--- src/rtl/cpu_types_pkg.sv ---
// Shared types for the memory arbiter slice: RAM handshake states, arbiter FSM
// states, requester classes and an index-width helper.
package cpu_types_pkg;

  typedef logic [31:0] word_t;

  typedef enum logic [1:0] {
    FREE   = 2'd0,
    BUSY   = 2'd1,
    ACCESS = 2'd2,
    ERROR  = 2'd3
  } ramstate_t;

  typedef enum logic [1:0] {
    IDLE   = 2'd0,
    SERVE  = 2'd1,
    BLOCK2 = 2'd2
  } arb_state_t;

  typedef enum logic {
    CLS_I = 1'b0,
    CLS_D = 1'b1
  } arb_class_t;

  // Index width that stays at least one bit wide for a single-core build.
  function automatic int idx_width(input int n);
    return (n > 1) ? $clog2(n) : 1;
  endfunction

endpackage

--- src/rtl/memory_arbiter_if.sv ---
// Cache-side and RAM-side bus of the memory arbiter. The arbiter takes the
// slave view; caches plus RAM (or a bench) take the master view.
interface memory_arbiter_if #(
  parameter int CPUS = 2
);
  import cpu_types_pkg::*;

  logic      [CPUS-1:0] iREN;
  word_t     [CPUS-1:0] iaddr;
  logic      [CPUS-1:0] iwait;
  word_t     [CPUS-1:0] iload;
  logic      [CPUS-1:0] dREN;
  logic      [CPUS-1:0] dWEN;
  word_t     [CPUS-1:0] daddr;
  word_t     [CPUS-1:0] dstore;
  logic      [CPUS-1:0] dwait;
  word_t     [CPUS-1:0] dload;
  logic                 ramREN;
  logic                 ramWEN;
  word_t                ramaddr;
  word_t                ramstore;
  word_t                ramload;
  ramstate_t            ramstate;
  logic                 ramerr;

  modport slave (
    input  iREN, iaddr, dREN, dWEN, daddr, dstore, ramload, ramstate,
    output iwait, iload, dwait, dload, ramREN, ramWEN, ramaddr, ramstore, ramerr
  );

  modport master (
    output iREN, iaddr, dREN, dWEN, daddr, dstore, ramload, ramstate,
    input  iwait, iload, dwait, dload, ramREN, ramWEN, ramaddr, ramstore, ramerr
  );

endinterface

--- src/rtl/memory_arbiter_rr_picker.sv ---
// Round-robin picker: the first requester found after index `last`
// (wrapping modulo N) wins.
module rr_picker #(
  parameter int N = 2,
  parameter int W = 1
) (
  input  logic [N-1:0] req,
  input  logic [W-1:0] last,
  output logic         valid,
  output logic [W-1:0] idx
);

  // Scan from farthest to nearest so the candidate closest after `last` is kept.
  always_comb begin
    valid = 1'b0;
    idx   = last;
    for (int k = N; k >= 1; k--) begin
      valid = valid | req[(int'(last) + k) % N];
      idx   = req[(int'(last) + k) % N] ? W'((int'(last) + k) % N) : idx;
    end
  end

endmodule

--- src/rtl/memory_arbiter.sv ---
// Serialises per-core icache/dcache word requests onto the single RAM port,
// dcache first, round-robin within a class, with atomic two-word dcache blocks.
module memory_arbiter #(
  parameter int CPUS = 2
) (
  input logic             CLK,
  input logic             nRST,
  memory_arbiter_if.slave bus
);
  import cpu_types_pkg::*;

  localparam int              IDXW     = idx_width(CPUS);
  localparam logic [IDXW-1:0] LAST_IDX = IDXW'(CPUS - 1);

  arb_state_t      state_r, state_nxt_s;
  arb_class_t      gclass_r, gclass_nxt_s;
  logic [IDXW-1:0] gidx_r, gidx_nxt_s;
  logic [IDXW-1:0] d_ptr_r, d_ptr_nxt_s;
  logic [IDXW-1:0] i_ptr_r, i_ptr_nxt_s;
  logic            ramerr_r, ramerr_nxt_s;
  logic [CPUS-1:0] dreq_s;
  logic            d_valid_s, i_valid_s;
  logic [IDXW-1:0] d_win_s, i_win_s;
  logic            greq_s, busy_s, access_s, to_block2_s, release_s;

  assign dreq_s     = bus.dREN | bus.dWEN;
  assign bus.ramerr = ramerr_r;

  rr_picker #(.N(CPUS), .W(IDXW)) u_d_pick (
    .req(dreq_s), .last(d_ptr_r), .valid(d_valid_s), .idx(d_win_s)
  );

  rr_picker #(.N(CPUS), .W(IDXW)) u_i_pick (
    .req(bus.iREN), .last(i_ptr_r), .valid(i_valid_s), .idx(i_win_s)
  );

  // State, grant and pointer registers; pointers start at the last core so core 0 wins first.
  always_ff @(posedge CLK or negedge nRST) begin
    if (!nRST) begin
      state_r  <= IDLE;
      gclass_r <= CLS_I;
      gidx_r   <= {IDXW{1'b0}};
      d_ptr_r  <= LAST_IDX;
      i_ptr_r  <= LAST_IDX;
      ramerr_r <= 1'b0;
    end else begin
      state_r  <= state_nxt_s;
      gclass_r <= gclass_nxt_s;
      gidx_r   <= gidx_nxt_s;
      d_ptr_r  <= d_ptr_nxt_s;
      i_ptr_r  <= i_ptr_nxt_s;
      ramerr_r <= ramerr_nxt_s;
    end
  end

  // Grant status: a dcache word at an even word address opens a two-word block.
  always_comb begin
    greq_s      = (gclass_r == CLS_D) ? dreq_s[gidx_r] : bus.iREN[gidx_r];
    busy_s      = (state_r == SERVE) || (state_r == BLOCK2);
    access_s    = busy_s && greq_s && (bus.ramstate == ACCESS);
    to_block2_s = access_s && (state_r == SERVE) && (gclass_r == CLS_D) &&
                  !bus.daddr[gidx_r][2];
    release_s   = busy_s && (!greq_s || (access_s && !to_block2_s));
  end

  // Next-state, grant capture on leaving IDLE, pointer advance on release.
  always_comb begin
    state_nxt_s  = state_r;
    gclass_nxt_s = gclass_r;
    gidx_nxt_s   = gidx_r;
    ramerr_nxt_s = ramerr_r | (busy_s && (bus.ramstate == ERROR));
    case (state_r)
      IDLE: begin
        if (d_valid_s) begin
          state_nxt_s  = SERVE;
          gclass_nxt_s = CLS_D;
          gidx_nxt_s   = d_win_s;
        end else if (i_valid_s) begin
          state_nxt_s  = SERVE;
          gclass_nxt_s = CLS_I;
          gidx_nxt_s   = i_win_s;
        end else begin
          state_nxt_s  = IDLE;
        end
      end
      SERVE: begin
        if (release_s)        state_nxt_s = IDLE;
        else if (to_block2_s) state_nxt_s = BLOCK2;
        else                  state_nxt_s = SERVE;
      end
      BLOCK2: begin
        if (release_s) state_nxt_s = IDLE;
        else           state_nxt_s = BLOCK2;
      end
      default: state_nxt_s = IDLE;
    endcase
    if (release_s && (gclass_r == CLS_D)) d_ptr_nxt_s = gidx_r;
    else                                  d_ptr_nxt_s = d_ptr_r;
    if (release_s && (gclass_r == CLS_I)) i_ptr_nxt_s = gidx_r;
    else                                  i_ptr_nxt_s = i_ptr_r;
  end

  // RAM mux and wait decode; a dropped request drives nothing onto RAM.
  always_comb begin
    bus.iwait = {CPUS{1'b1}};
    bus.dwait = {CPUS{1'b1}};
    for (int c = 0; c < CPUS; c++) begin
      bus.iload[c] = bus.ramload;
      bus.dload[c] = bus.ramload;
    end
    if (busy_s && greq_s && (gclass_r == CLS_D)) begin
      bus.ramREN   = bus.dREN[gidx_r] & ~bus.dWEN[gidx_r];
      bus.ramWEN   = bus.dWEN[gidx_r];
      bus.ramaddr  = bus.daddr[gidx_r];
      bus.ramstore = bus.dstore[gidx_r];
    end else if (busy_s && greq_s) begin
      bus.ramREN   = bus.iREN[gidx_r];
      bus.ramWEN   = 1'b0;
      bus.ramaddr  = bus.iaddr[gidx_r];
      bus.ramstore = 32'h0000_0000;
    end else begin
      bus.ramREN   = 1'b0;
      bus.ramWEN   = 1'b0;
      bus.ramaddr  = 32'h0000_0000;
      bus.ramstore = 32'h0000_0000;
    end
    bus.dwait[gidx_r] = !(access_s && (gclass_r == CLS_D));
    bus.iwait[gidx_r] = !(access_s && (gclass_r == CLS_I));
  end

endmodule

--- src/flat_wrapper.sv ---
// flat-port wrapper written by rule: the top's interface ports become plain ports
module memory_arbiter_flat import cpu_types_pkg::*;
#(
  parameter int CPUS = 2
)
  (CLK, nRST, bus_iREN, bus_iaddr, bus_dREN, bus_dWEN, bus_daddr, bus_dstore, bus_ramload, bus_ramstate, bus_iwait, bus_iload, bus_dwait, bus_dload, bus_ramREN, bus_ramWEN, bus_ramaddr, bus_ramstore, bus_ramerr);
  memory_arbiter_if #(.CPUS(CPUS)) bus_i ();
  input logic CLK;
  input logic nRST;
  input wire logic [$bits(bus_i.iREN)-1:0] bus_iREN;
  input wire logic [$bits(bus_i.iaddr)-1:0] bus_iaddr;
  input wire logic [$bits(bus_i.dREN)-1:0] bus_dREN;
  input wire logic [$bits(bus_i.dWEN)-1:0] bus_dWEN;
  input wire logic [$bits(bus_i.daddr)-1:0] bus_daddr;
  input wire logic [$bits(bus_i.dstore)-1:0] bus_dstore;
  input wire logic [$bits(bus_i.ramload)-1:0] bus_ramload;
  input wire logic [$bits(bus_i.ramstate)-1:0] bus_ramstate;
  output wire logic [$bits(bus_i.iwait)-1:0] bus_iwait;
  output wire logic [$bits(bus_i.iload)-1:0] bus_iload;
  output wire logic [$bits(bus_i.dwait)-1:0] bus_dwait;
  output wire logic [$bits(bus_i.dload)-1:0] bus_dload;
  output wire logic [$bits(bus_i.ramREN)-1:0] bus_ramREN;
  output wire logic [$bits(bus_i.ramWEN)-1:0] bus_ramWEN;
  output wire logic [$bits(bus_i.ramaddr)-1:0] bus_ramaddr;
  output wire logic [$bits(bus_i.ramstore)-1:0] bus_ramstore;
  output wire logic [$bits(bus_i.ramerr)-1:0] bus_ramerr;
  assign bus_i.iREN = bus_iREN;
  assign bus_i.iaddr = bus_iaddr;
  assign bus_i.dREN = bus_dREN;
  assign bus_i.dWEN = bus_dWEN;
  assign bus_i.daddr = bus_daddr;
  assign bus_i.dstore = bus_dstore;
  assign bus_i.ramload = bus_ramload;
  assign bus_i.ramstate = bus_ramstate;
  assign bus_iwait = bus_i.iwait;
  assign bus_iload = bus_i.iload;
  assign bus_dwait = bus_i.dwait;
  assign bus_dload = bus_i.dload;
  assign bus_ramREN = bus_i.ramREN;
  assign bus_ramWEN = bus_i.ramWEN;
  assign bus_ramaddr = bus_i.ramaddr;
  assign bus_ramstore = bus_i.ramstore;
  assign bus_ramerr = bus_i.ramerr;
  memory_arbiter #(.CPUS(CPUS)) u_core (.CLK(CLK), .nRST(nRST), .bus(bus_i));
endmodule
--- config.mk ---
export PLATFORM = sky130hd
export DESIGN_NAME = memory_arbiter_flat
export DESIGN_NICKNAME = d
export VERILOG_FILES = /design/src/rtl/cpu_types_pkg.sv /design/src/rtl/memory_arbiter_if.sv /design/src/rtl/memory_arbiter_rr_picker.sv /design/src/rtl/memory_arbiter.sv /design/src/flat_wrapper.sv
export SDC_FILE = /design/constraint.sdc
export NUM_CORES = 1
export LEC_CHECK = 0
export CAP_MARGIN = 5
export CORE_AREA = 2 2 170 172
export CTS_CLUSTER_SIZE = 20
export DETAILED_ROUTE_END_ITERATION = 16
export DIE_AREA = 0 0 172 174
export PLACE_DENSITY = 0.4
export SLEW_MARGIN = 30
export SYNTH_ARGS = -nofsm -noshare
export SYNTH_HDL_FRONTEND = slang
export SYNTH_SLANG_ARGS = --single-unit
--- constraint.sdc ---
create_clock -name CLK -period 3.3 [get_ports CLK]
set_input_delay 0.825 -clock CLK [delete_from_list [all_inputs] [get_ports CLK]]
set_output_delay 0.825 -clock CLK [all_outputs]
set_load 0.02 [all_outputs]
Word-level counts from Yosys, hierarchy flattened
Index checks and enable logic that the tools add are counted.
- input bits: 234
- register bits: 7
- logic and storage cells: 107
- equal/unequal tests: 4
- bitwise logic cells: 14
- add/subtract/negate cells: 4
- muxes and demuxes: 49
- reduce and logical (&&, ||, !) cells: 24
- $lt $le $gt $ge: 6
- operators with widths (operator ; number):
    $mux W32 ; 9
    $mux W1 ; 34
    $logic_and A1 B1 Y1 ; 14
    $lt A2 B3 Y1 const B ; 4
    $mux W2 ; 4
    $eq A2 B2 Y1 const B ; 3
    $or A2 B2 Y2 ; 3
    $pmux W2 S3 ; 1
    $logic_not A1 Y1 ; 5
    $add A1 B1 Y1 const B ; 4
    $and A1 B1 Y1 const A ; 4
    $or A1 B1 Y1 ; 3
    $eq A2 B1 Y1 const B ; 1
    $logic_not A2 Y1 ; 1
    $logic_or A1 B1 Y1 ; 2
    $lt A1 B2 Y1 const B ; 1
    $not A1 Y1 ; 2
    $not A2 Y2 ; 1
    $reduce_and A2 Y1 ; 1
    $reduce_bool A2 Y1 ; 1
    $and A1 B1 Y1 ; 1
    $demux W1 S1 ; 1
    $ge A1 B1 Y1 const B ; 1

Longest topological paths before layout
Gate-level depths: netlist (run 1).
- word-level depth: 15
- depth in mapped cells: 7

Cells and area by module
From an unflattened synthesis (run 1), not the netlist that was laid out.
- cell total of the unflattened synthesis: 343
- area total of the unflattened synthesis: 2999.1 um^2
- modules (own cells, without submodules) (module ; cells each ; area each (um^2) ; seq. area each (um^2) ; instances):
    memory_arbiter ; 337 ; 2969.1 ; 177.7 ; 1
    rr_picker ; 3 ; 15.0 ; 0.0 ; 2

Least setup slack after synthesis (run 1)
OpenSTA, ideal clock, no wires.
- path kind: in2out
- from: input bus_dWEN[1]
- to: output bus_ramREN
- cell stages on the path: 6
- data arrival time: 2.107 ns
- required time: 2.475 ns
- buffers on the path: 2
- setup slack: 0.368 ns
- path through: nor3b_1 > o21a_1 > or3b_1 > buf_2 > buf_2 > o22ai_1
- longest elaborated chain between the ends: 7
- RTL lines (element ; RTL line ; text):
    start: declaration ; flat_wrapper.sv:13 ; input wire logic [$bits(bus_i.dWEN)-1:0] bus_dWEN;
    $or A2 B2 Y2 ; memory_arbiter.sv:26 ; assign dreq_s = bus.dREN | bus.dWEN;
    $mux W1 (not written as such) (2 in series) ; memory_arbiter.sv:58 ; greq_s = (gclass_r == CLS_D) ? dreq_s[gidx_r] : bus.iREN[gidx_r];
    $mux W1 ; memory_arbiter.sv:58 ;
    $logic_and A1 B1 Y1 ; memory_arbiter.sv:111, memory_arbiter.sv:116 ;
    $mux W1 or $logic_and A1 B1 Y1 (tied branches) ; memory_arbiter.sv:116, memory_arbiter.sv:111 ;
    $mux W1 * ; memory_arbiter.sv:111 ; if (busy_s && greq_s && (gclass_r == CLS_D)) begin
    end: declaration ; flat_wrapper.sv:22 ; output wire logic [$bits(bus_i.ramREN)-1:0] bus_ramREN;
Mark *: on every way between the ends. The rest lies on a longest branch, timed or not. The select of a mux whose other input is x is not followed.

Worst setup path in the final report (run 1)
- from: input bus_iREN[0]
- to: output bus_iwait[1]
- longest elaborated chain between the ends: 8
- RTL lines (element ; RTL line ; text):
    start: declaration ; flat_wrapper.sv:10 ; input wire logic [$bits(bus_i.iREN)-1:0] bus_iREN;
    $mux W1 (not written as such) (2 in series) ; memory_arbiter.sv:58 ;
    $mux W1 ; memory_arbiter.sv:58 ;
    $logic_and A1 B1 Y1 (2 in series) ; memory_arbiter.sv:60 ; access_s = busy_s && greq_s && (bus.ramstate == ACCESS);
    $logic_and A1 B1 Y1 ; memory_arbiter.sv:128 ; bus.iwait[gidx_r] = !(access_s && (gclass_r == CLS_I));
    $logic_not A1 Y1 ; memory_arbiter.sv:128 ;
    $or A2 B2 Y2 (no line) ; - ;
    end: declaration ; flat_wrapper.sv:18 ; output wire logic [$bits(bus_i.iwait)-1:0] bus_iwait;
No other way between the ends. The select of a mux whose other input is x is not followed.

==> impl_metrics.py, run 1 <==
metrics = {
    "run_status": {
        "status": "finished clean",
    },
    "floorplan": {
        "die_h_um": 174,
        "coreArea_um2": 28200,
        "ios": 433,
        "start_util_pct": 10.5,
        "num_rows": 62,
        "die_area_um2": 29900,
        "die_w_um": 172,
    },
    "sta": {
        "timing.final.ws_setup_ns": 0.0625,
        "slew_violations": 0,
        "setup_viol": 0,
        "skew_ns": 0.00219,
        "slew_headroom_pct": 60.5,
        "period_minus_slack_ns": 3.24,
        "worst_pin_slew_ns": 0.592,
        "fmax_mhz": 309,
        "hold_viol_final": 0,
        "min_period_over_period_pct": 98.1,
        "rsz0062_at_grt": "no",
    },
    "clocking": {
        "clock_path_buffers": 2,
        "cts-root-buf": "clkbuf_16",
        "cts_num_sinks": 7,
        "cts_tree": "yes",
        "cts_inserted_buffers": 3,
        "htree_num_levels": 1,
        "clk_latency_ns": 0.23,
        "clk_pin_slew_ns": 0.04,
    },
    "yosys": {
        "synth_flop_cell": "dfrtp_1",
        "synth.distinct_cells": 36,
        "syn_area_um2": 2960,
        "synth_edf_count": 0,
        "syn-num-nets": 573,
        "syn_area_per_cell_um2": 8.83,
        "synth_top_cell_area_share_pct": 32.5,
        "synth_largest_area_cell": "buf_4",
        "yosysSeqAreaShare_pct": 6.01,
        "yosysWarnings": 0,
        "synth_area_leaders": "buf_4, mux4_2, mux2i_1, nor2b_1, nor2_1",
        "synthCells": 335,
        "ys_ff_latch": 7,
        "async_flop_share_pct": 100,
    },
    "critical_path": {
        "worstPathArrival_ns": 2.41,
        "start_kind": "input pin",
        "critPathCaptureType": "output port",
        "path_max_fanout": 5,
        "crit_required_ns": 2.47,
        "crit_type": "in2out",
        "r2r_start": "u_core.gidx_r",
        "worstSetupStartpoint": "bus_iREN[0]",
    },
    "route": {
        "ant_nets": 0,
        "drtIter0Drc": 68,
        "first_pass_iters": 3,
        "num_vias": 2951,
        "drc": 0,
        "wl_um": 13600,
        "wl_per_cell_um": 15.6,
        "viasPerCell": 3.39,
    },
    "placed_design": {
        "port_buffers": 272,
        "dp_hpwl_um": 10900,
        "post_dp_cell_area_um2": 5290,
        "place_congestion": 0.744,
        "pre_cts_ws_ns": -0.717,
    },
    "global_route": {
        "grt_max_degree": 38,
        "grt_busiest_layer": "met2",
        "grt_overflow_total": 0,
        "globalRouteMet1Util_pct": 8.15,
        "use_met2_pct": 16.0,
        "use_met3_pct": 2.98,
        "first_global_vias": 3293,
        "antenna_found_initial": 0,
        "grt_usage_pct": 8.23,
        "grt_pass1_wl_um": 18700,
    },
    "finish": {
        "fillers": 3164,
        "fin_area_um2": 5340,
        "nets": 725,
        "syn2layout_area_growth_pct": 80.6,
        "layout-drive-gt1-share_pct": 22.4,
        "diodes": 0,
    },
    "hold_path": {
        "hp-start": "u_core.bus.ramerr",
        "hold_class": "reg2reg",
    },
    "job": {
        "maxCapViolations": 0,
    },
    "pwr": {
        "power_leakage_uw": 0.00217,
        "ir_drop_mv": 0.261,
        "power_density_nw_per_um2": 712,
    },
}
==> per-layer routing <==
| metal | part of all wire [%] | routed length [um] |
|---|---|---|
| met1 | 34 | 4680 |
| met2 | 50 | 6840 |
| met3 | 13 | 1830 |
| met4 | 1.7 | 236 |
| met5 | 0 | 0 |
==> registers in the layout, indices dropped and copies added, names as in the netlist <==
name               count
u_core.bus.ramerr      1
u_core.d_ptr_r         1
u_core.gclass_r        1
u_core.gidx_r          1
u_core.i_ptr_r         1
u_core.state_r         2
==> critical path, cell delays in order <==
cell and delay [ns]:
clkdlybuf4s15_1 0.20, mux2i_2 0.09, nor2b_2 0.17, or3b_4 0.45, buf_12 0.16, or3_4 0.37, buf_6 0.14
==> power breakdown <==
part / switching (uW) / internal [uW] / leakage [uW] / total (uW)
clock: 46.2 / 161 / 0.0000382 / 207
combinational: 1710 / 1700 / 0.00206 / 3420
sequential: 43.6 / 135 / 0.0000757 / 179
==> synth_stat cells, types with 2 or more instances <==
cell type and number:
buf_4 128, nor2_1 38, mux2i_1 35, nor2b_1 34
mux4_2 32, buf_2 9, clkbuf_1 8, dfrtp_1 5
ha_1 4, inv_1 4, mux2_2 3, nand2_1 3
or3_1 3, buf_1 2, dfstp_2 2, nand2b_1 2
nand3_1 2, o21ai_0 2, o22ai_1 2
==> final timing paths <==
path / cells after the start / endpoint / slack [ns]
max in group asynchronous: 1 / u_core.d_ptr_r / 2.13
hold / removal: 1 / u_core.bus.ramerr / 0.47
hold reg to reg: 1 / u_core.bus.ramerr / 0.47
setup / recovery: 7 / bus_iwait[1] / 0.06
setup reg to reg: 5 / u_core.state_r[1] / 1.45
min in group asynchronous: 1 / u_core.gidx_r / 0.87
==> logic make-up (layout without fill, tap and decap cells) <==
| logic type | count (synthesis) | count (layout) | share of synthesized area, % |
|---|---|---|---|
| AND/OR/NAND/NOR | 89 | 89 | 15.4 |
| buffers and inverters | 152 | 303 | 36.2 |
| flip-flops | 7 | 7 | 6.01 |
| adder cells (fa/ha/maj) | 4 | 4 | 1.69 |
| AO/OA/AOI/OAI | 13 | 13 | 3.30 |
| multiplexers | 70 | 70 | 37.4 |
==> what timing repair did <==
| action | 4_1_cts | 5_1_grt |
|---|---|---|
| setup buffers | 2 | 0 |
| gates resized for setup | 153 | 11 |
| hold endpoints to repair | 0 | 0 |
| cloned | 3 | 0 |
| pin swaps | 2 | 2 |
| endpoints found under the setup margin | 69 | 20 |
| hold buffers | 0 | 0 |
==> layout make-up <==
cell class | instances | area (um2) | share of cell area, %
inverter | 4 | 15.0 | 0.281
multi-input combinational | 176 | 1740 | 32.5
tap | 384 | 480 | 9.00
timing repair buffer | 295 | 2850 | 53.3
clock buffer | 4 | 78.8 | 1.48
sequential | 7 | 183 | 3.42
==> stage by stage <==
stage	hold WS, ns	power (uW)	cells	TNS (ns)	utilization [%]
after global routing	0.483	4080	870	0	18.9
after CTS	0.474	3970	871	-0.0536	19.1
after global placement	0.457	3580	862	-30.88	18.7
after detailed placement	0.467	3600	862	-30.90	18.7
final	0.470	3800	870	0	18.9
after floorplan	0.529	2290	335	0	-
==> cell usage in the layout (no fill, tap or decap), drive strengths merged, types with 2 or more instances in the layout <==
| master | count |
|---|---|
| clkdlybuf4s50 | 205 |
| dfrtp | 5 |
| mux2 | 3 |
| clkdlybuf4s15 | 2 |
| o21ai | 2 |
| nand2 | 3 |
| nand2b | 2 |
| ha | 4 |
| dlymetal6s2s | 3 |
| dlygate4sd2 | 27 |
| nor2 | 38 |
| nor2b | 34 |
| inv | 4 |
| nand3 | 2 |
| or3 | 3 |
| buf | 55 |
| o22ai | 2 |
| dfstp | 2 |
| mux4 | 32 |
| mux2i | 35 |
| clkbuf | 6 |
No activity file was read; power rests on OpenSTA's default activity.
==> inputs of run 2 (changes only) <==
--- a/config.mk
+++ b/config.mk
@@ -6,12 +6,13 @@
 export NUM_CORES = 1
 export LEC_CHECK = 0
 export CAP_MARGIN = 5
-export CORE_AREA = 2 2 170 172
+export CORE_AREA = 2 2 168 170
 export CTS_CLUSTER_SIZE = 20
 export DETAILED_ROUTE_END_ITERATION = 16
-export DIE_AREA = 0 0 172 174
-export PLACE_DENSITY = 0.4
+export DIE_AREA = 0 0 170 172
+export PLACE_DENSITY = 0.41
 export SLEW_MARGIN = 30
 export SYNTH_ARGS = -nofsm -noshare
 export SYNTH_HDL_FRONTEND = slang
+export SYNTH_HIERARCHICAL = 1
 export SYNTH_SLANG_ARGS = --single-unit
==> run 2 against run 1 <==
- final cell count down 4.1%
- utilization up 0.57 points
- critical path depth unchanged
- worst hold slack worse by 0.0087 ns
- first-iteration DRC count up 4.4%
- via count up 3.0%
- power down 2.9%
- die area down 2.3%
- setup slack worse by 0.019 ns
- clock-buffer cell count unchanged
- clock skew about the same
- fmax down 0.57%
- largest cell class unchanged
==> impl_metrics.py, run 2 <==
metrics = {
    "yosys": {
        "async_flop_share_pct": 100,
        "synth_top_cell_area_share_pct": 33.8,
        "synth_largest_area_cell": "buf_4",
        "ys_ff_latch": 7,
        "synth_area_leaders": "buf_4, mux4_2, mux2i_1, and3_1, nor2_1",
        "synth.distinct_cells": 31,
        "syn_area_um2": 3000,
        "synth_edf_count": 0,
        "synth.most_common_cell": "buf_4",
        "synthCells": 343,
        "synth_common_cells": "buf_4, nor2_1, mux2i_1, mux4_2, and3_1",
        "synth_flop_cell": "dfrtp_1",
        "syn_area_per_cell_um2": 8.74,
        "yosysWarnings": 6,
        "yosysSeqAreaShare_pct": 5.92,
        "syn-num-nets": 581,
    },
    "route": {
        "drc": 0,
        "wl_per_cell_um": 16.9,
        "viasPerCell": 3.64,
        "drtIter0Drc": 71,
        "first_pass_iters": 4,
        "ant_nets": 0,
        "wl_um": 14100,
        "num_vias": 3039,
    },
    "finish": {
        "diodes": 0,
        "nets": 727,
        "utilization_pct": 19.5,
        "syn2layout_area_growth_pct": 78.5,
        "fin_area_um2": 5350,
        "layout_commonest_cell": "clkdlybuf4s50_1",
        "largest_register_ff_count": 2,
        "fillers": 3085,
        "layout_common_cells": "clkdlybuf4s50_1, nor2_1, dlygate4sd2_1, mux4_2, mux2i_1",
        "layout-drive-gt1-share_pct": 23.4,
        "top_register": "u_core/state_r",
    },
    "placed_design": {
        "place_congestion": 0.703,
        "port_buffers": 272,
        "dp_hpwl_um": 11200,
        "post_dp_cell_area_um2": 5240,
    },
    "clocking": {
        "cts_tree": "yes",
        "cts_inserted_buffers": 3,
        "holdBufCountCts": 0,
        "cts_num_sinks": 7,
        "clock_path_buffers": 2,
        "cts-root-buf": "clkbuf_16",
        "htree_num_levels": 1,
        "clk_pin_slew_ns": 0.04,
        "clk_latency_ns": 0.23,
    },
    "floorplan": {
        "coreArea_um2": 27500,
        "num_rows": 61,
        "die_w_um": 170,
        "die_h_um": 172,
        "die_area_um2": 29200,
        "start_util_pct": 10.9,
        "ios": 433,
    },
    "pwr": {
        "p_seq_share_pct": 4.8,
        "switching_power_uw": 1750,
        "pwr-share-clk_pct": 5.6,
        "p_sw_share_pct": 47.3,
        "power_density_nw_per_um2": 690,
        "p_int_uw": 1950,
        "power_leakage_uw": 0.00232,
        "pwr-share-comb_pct": 89.5,
        "ir_drop_mv": 0.277,
    },
    "global_route": {
        "grt_overflow_total": 0,
        "grt_usage_pct": 8.97,
        "grt_pass1_wl_um": 19800,
        "first_global_vias": 3182,
        "grt_max_degree": 41,
        "antenna_found_initial": 0,
    },
    "sta": {
        "slew_headroom_pct": 74.5,
        "period_minus_slack_ns": 3.26,
        "slew_violations": 0,
        "hold_viol_final": 0,
        "worst_pin_slew_ns": 0.382,
        "rsz0062_at_grt": "yes",
        "skew_ns": 0.00237,
        "fmax_mhz": 307,
        "min_period_over_period_pct": 98.7,
        "setup_viol": 0,
    },
    "run_status": {
        "status": "finished clean",
    },
    "critical_path": {
        "critPathCaptureType": "output port",
        "crit_type": "in2out",
        "start_kind": "input pin",
        "path_max_fanout": 7,
        "worstPathArrival_ns": 2.43,
        "crit_required_ns": 2.47,
    },
    "hold_path": {
        "hold_class": "reg2reg",
    },
    "job": {
        "maxCapViolations": 0,
    },
}
[run 2: cell count changes after synthesis, moves of 3 or more]
cell,before,now
nor2b_1,34,0
buf_4,128,135
or2_1,0,3
and3_1,1,32
a21oi_1,0,5
buf_2,9,5
inv_1,4,7
[run 2: final cells by class]
| class | instances | area, um2 | share of cell area [%] |
|---|---|---|---|
| Timing Repair Buffer | 292 | 2850 | 53.3 |
| Clock buffer | 4 | 78.8 | 1.47 |
| Inverter | 7 | 26.3 | 0.491 |
| Multi-Input combinational cell | 178 | 1780 | 33.2 |
| Sequential cell | 7 | 183 | 3.41 |
| Tap cell | 346 | 433 | 8.09 |
[run 2: stage by stage]
step / cells / power [uW] / setup slack, ns / TNS (ns) / hold WS, ns
final: 834 / 3690 / 0.0438 / 0 / 0.461
after global routing: 834 / 3970 / -0.0106 / -0.0361 / 0.510
after global placement: 823 / 3510 / -0.594 / -31.73 / 0.459
after CTS: 835 / 3630 / -0.0963 / -1.43 / 0.469
after detailed placement: 823 / 3480 / -0.645 / -33.26 / 0.465
after floorplan: 343 / 2220 / 0.463 / 0 / 0.473
[run 2: power groups by stage]
stage               Sequential, uW  Clock, uW  Combinational [uW]
finish                         179        208                3310
global route                   188        215                3570
CTS                            180        210                3240
detailed placement             181          0                3300
global placement               183          0                3320
floorplan                      143          0                2080
[run 2: logic make-up (layout without fill, tap and decap cells)]
group,Yosys count,in the layout,synth area share [%]
and+or+nand+nor,87,87,14.9
buffers and inverters,158,303,36.9
adders and majority gates,4,4,1.67
AOI/OAI and AO/OA,19,19,4.13
DFF,7,7,5.92
muxes,68,68,36.5
[run 2: critical path, stage by stage]
cell and delay, ns:
buf_2 0.12, or2_1 0.25, mux4_2 0.58, clkbuf_16 0.19, buf_8 0.13, and3_1 0.17
buf_2 0.16
[run 2: final timing paths]
check / startpoint / to / slack, ns / cells after the start
max: bus_dWEN[0] / bus_ramaddr[31] / 0.04 / 7
min: u_core/bus.ramerr / u_core/bus.ramerr / 0.46 / 1
max reg2reg: u_core/gidx_r / u_core/d_ptr_r / 1.15 / 6
min reg2reg: u_core/bus.ramerr / u_core/bus.ramerr / 0.46 / 1
max in group asynchronous: nRST / u_core/d_ptr_r / 2.16 / 1
min in group asynchronous: nRST / u_core/bus.ramerr / 0.85 / 1
[run 2: layer usage]
metal	vias up	GRT usage, %	wire, um
met5	-	0	0
met2	283	16.9	7210
met4	0	1.41	89
met3	10	3.62	1880
met1	1372	9.53	4910
li1	1374	-	-
[run 2: timing repair]
action,in CTS,in global routing
setup endpoints to repair,69,23
gates cloned,2,0
resized for setup,198,41
pin swaps,3,1
buffers inserted,6,0
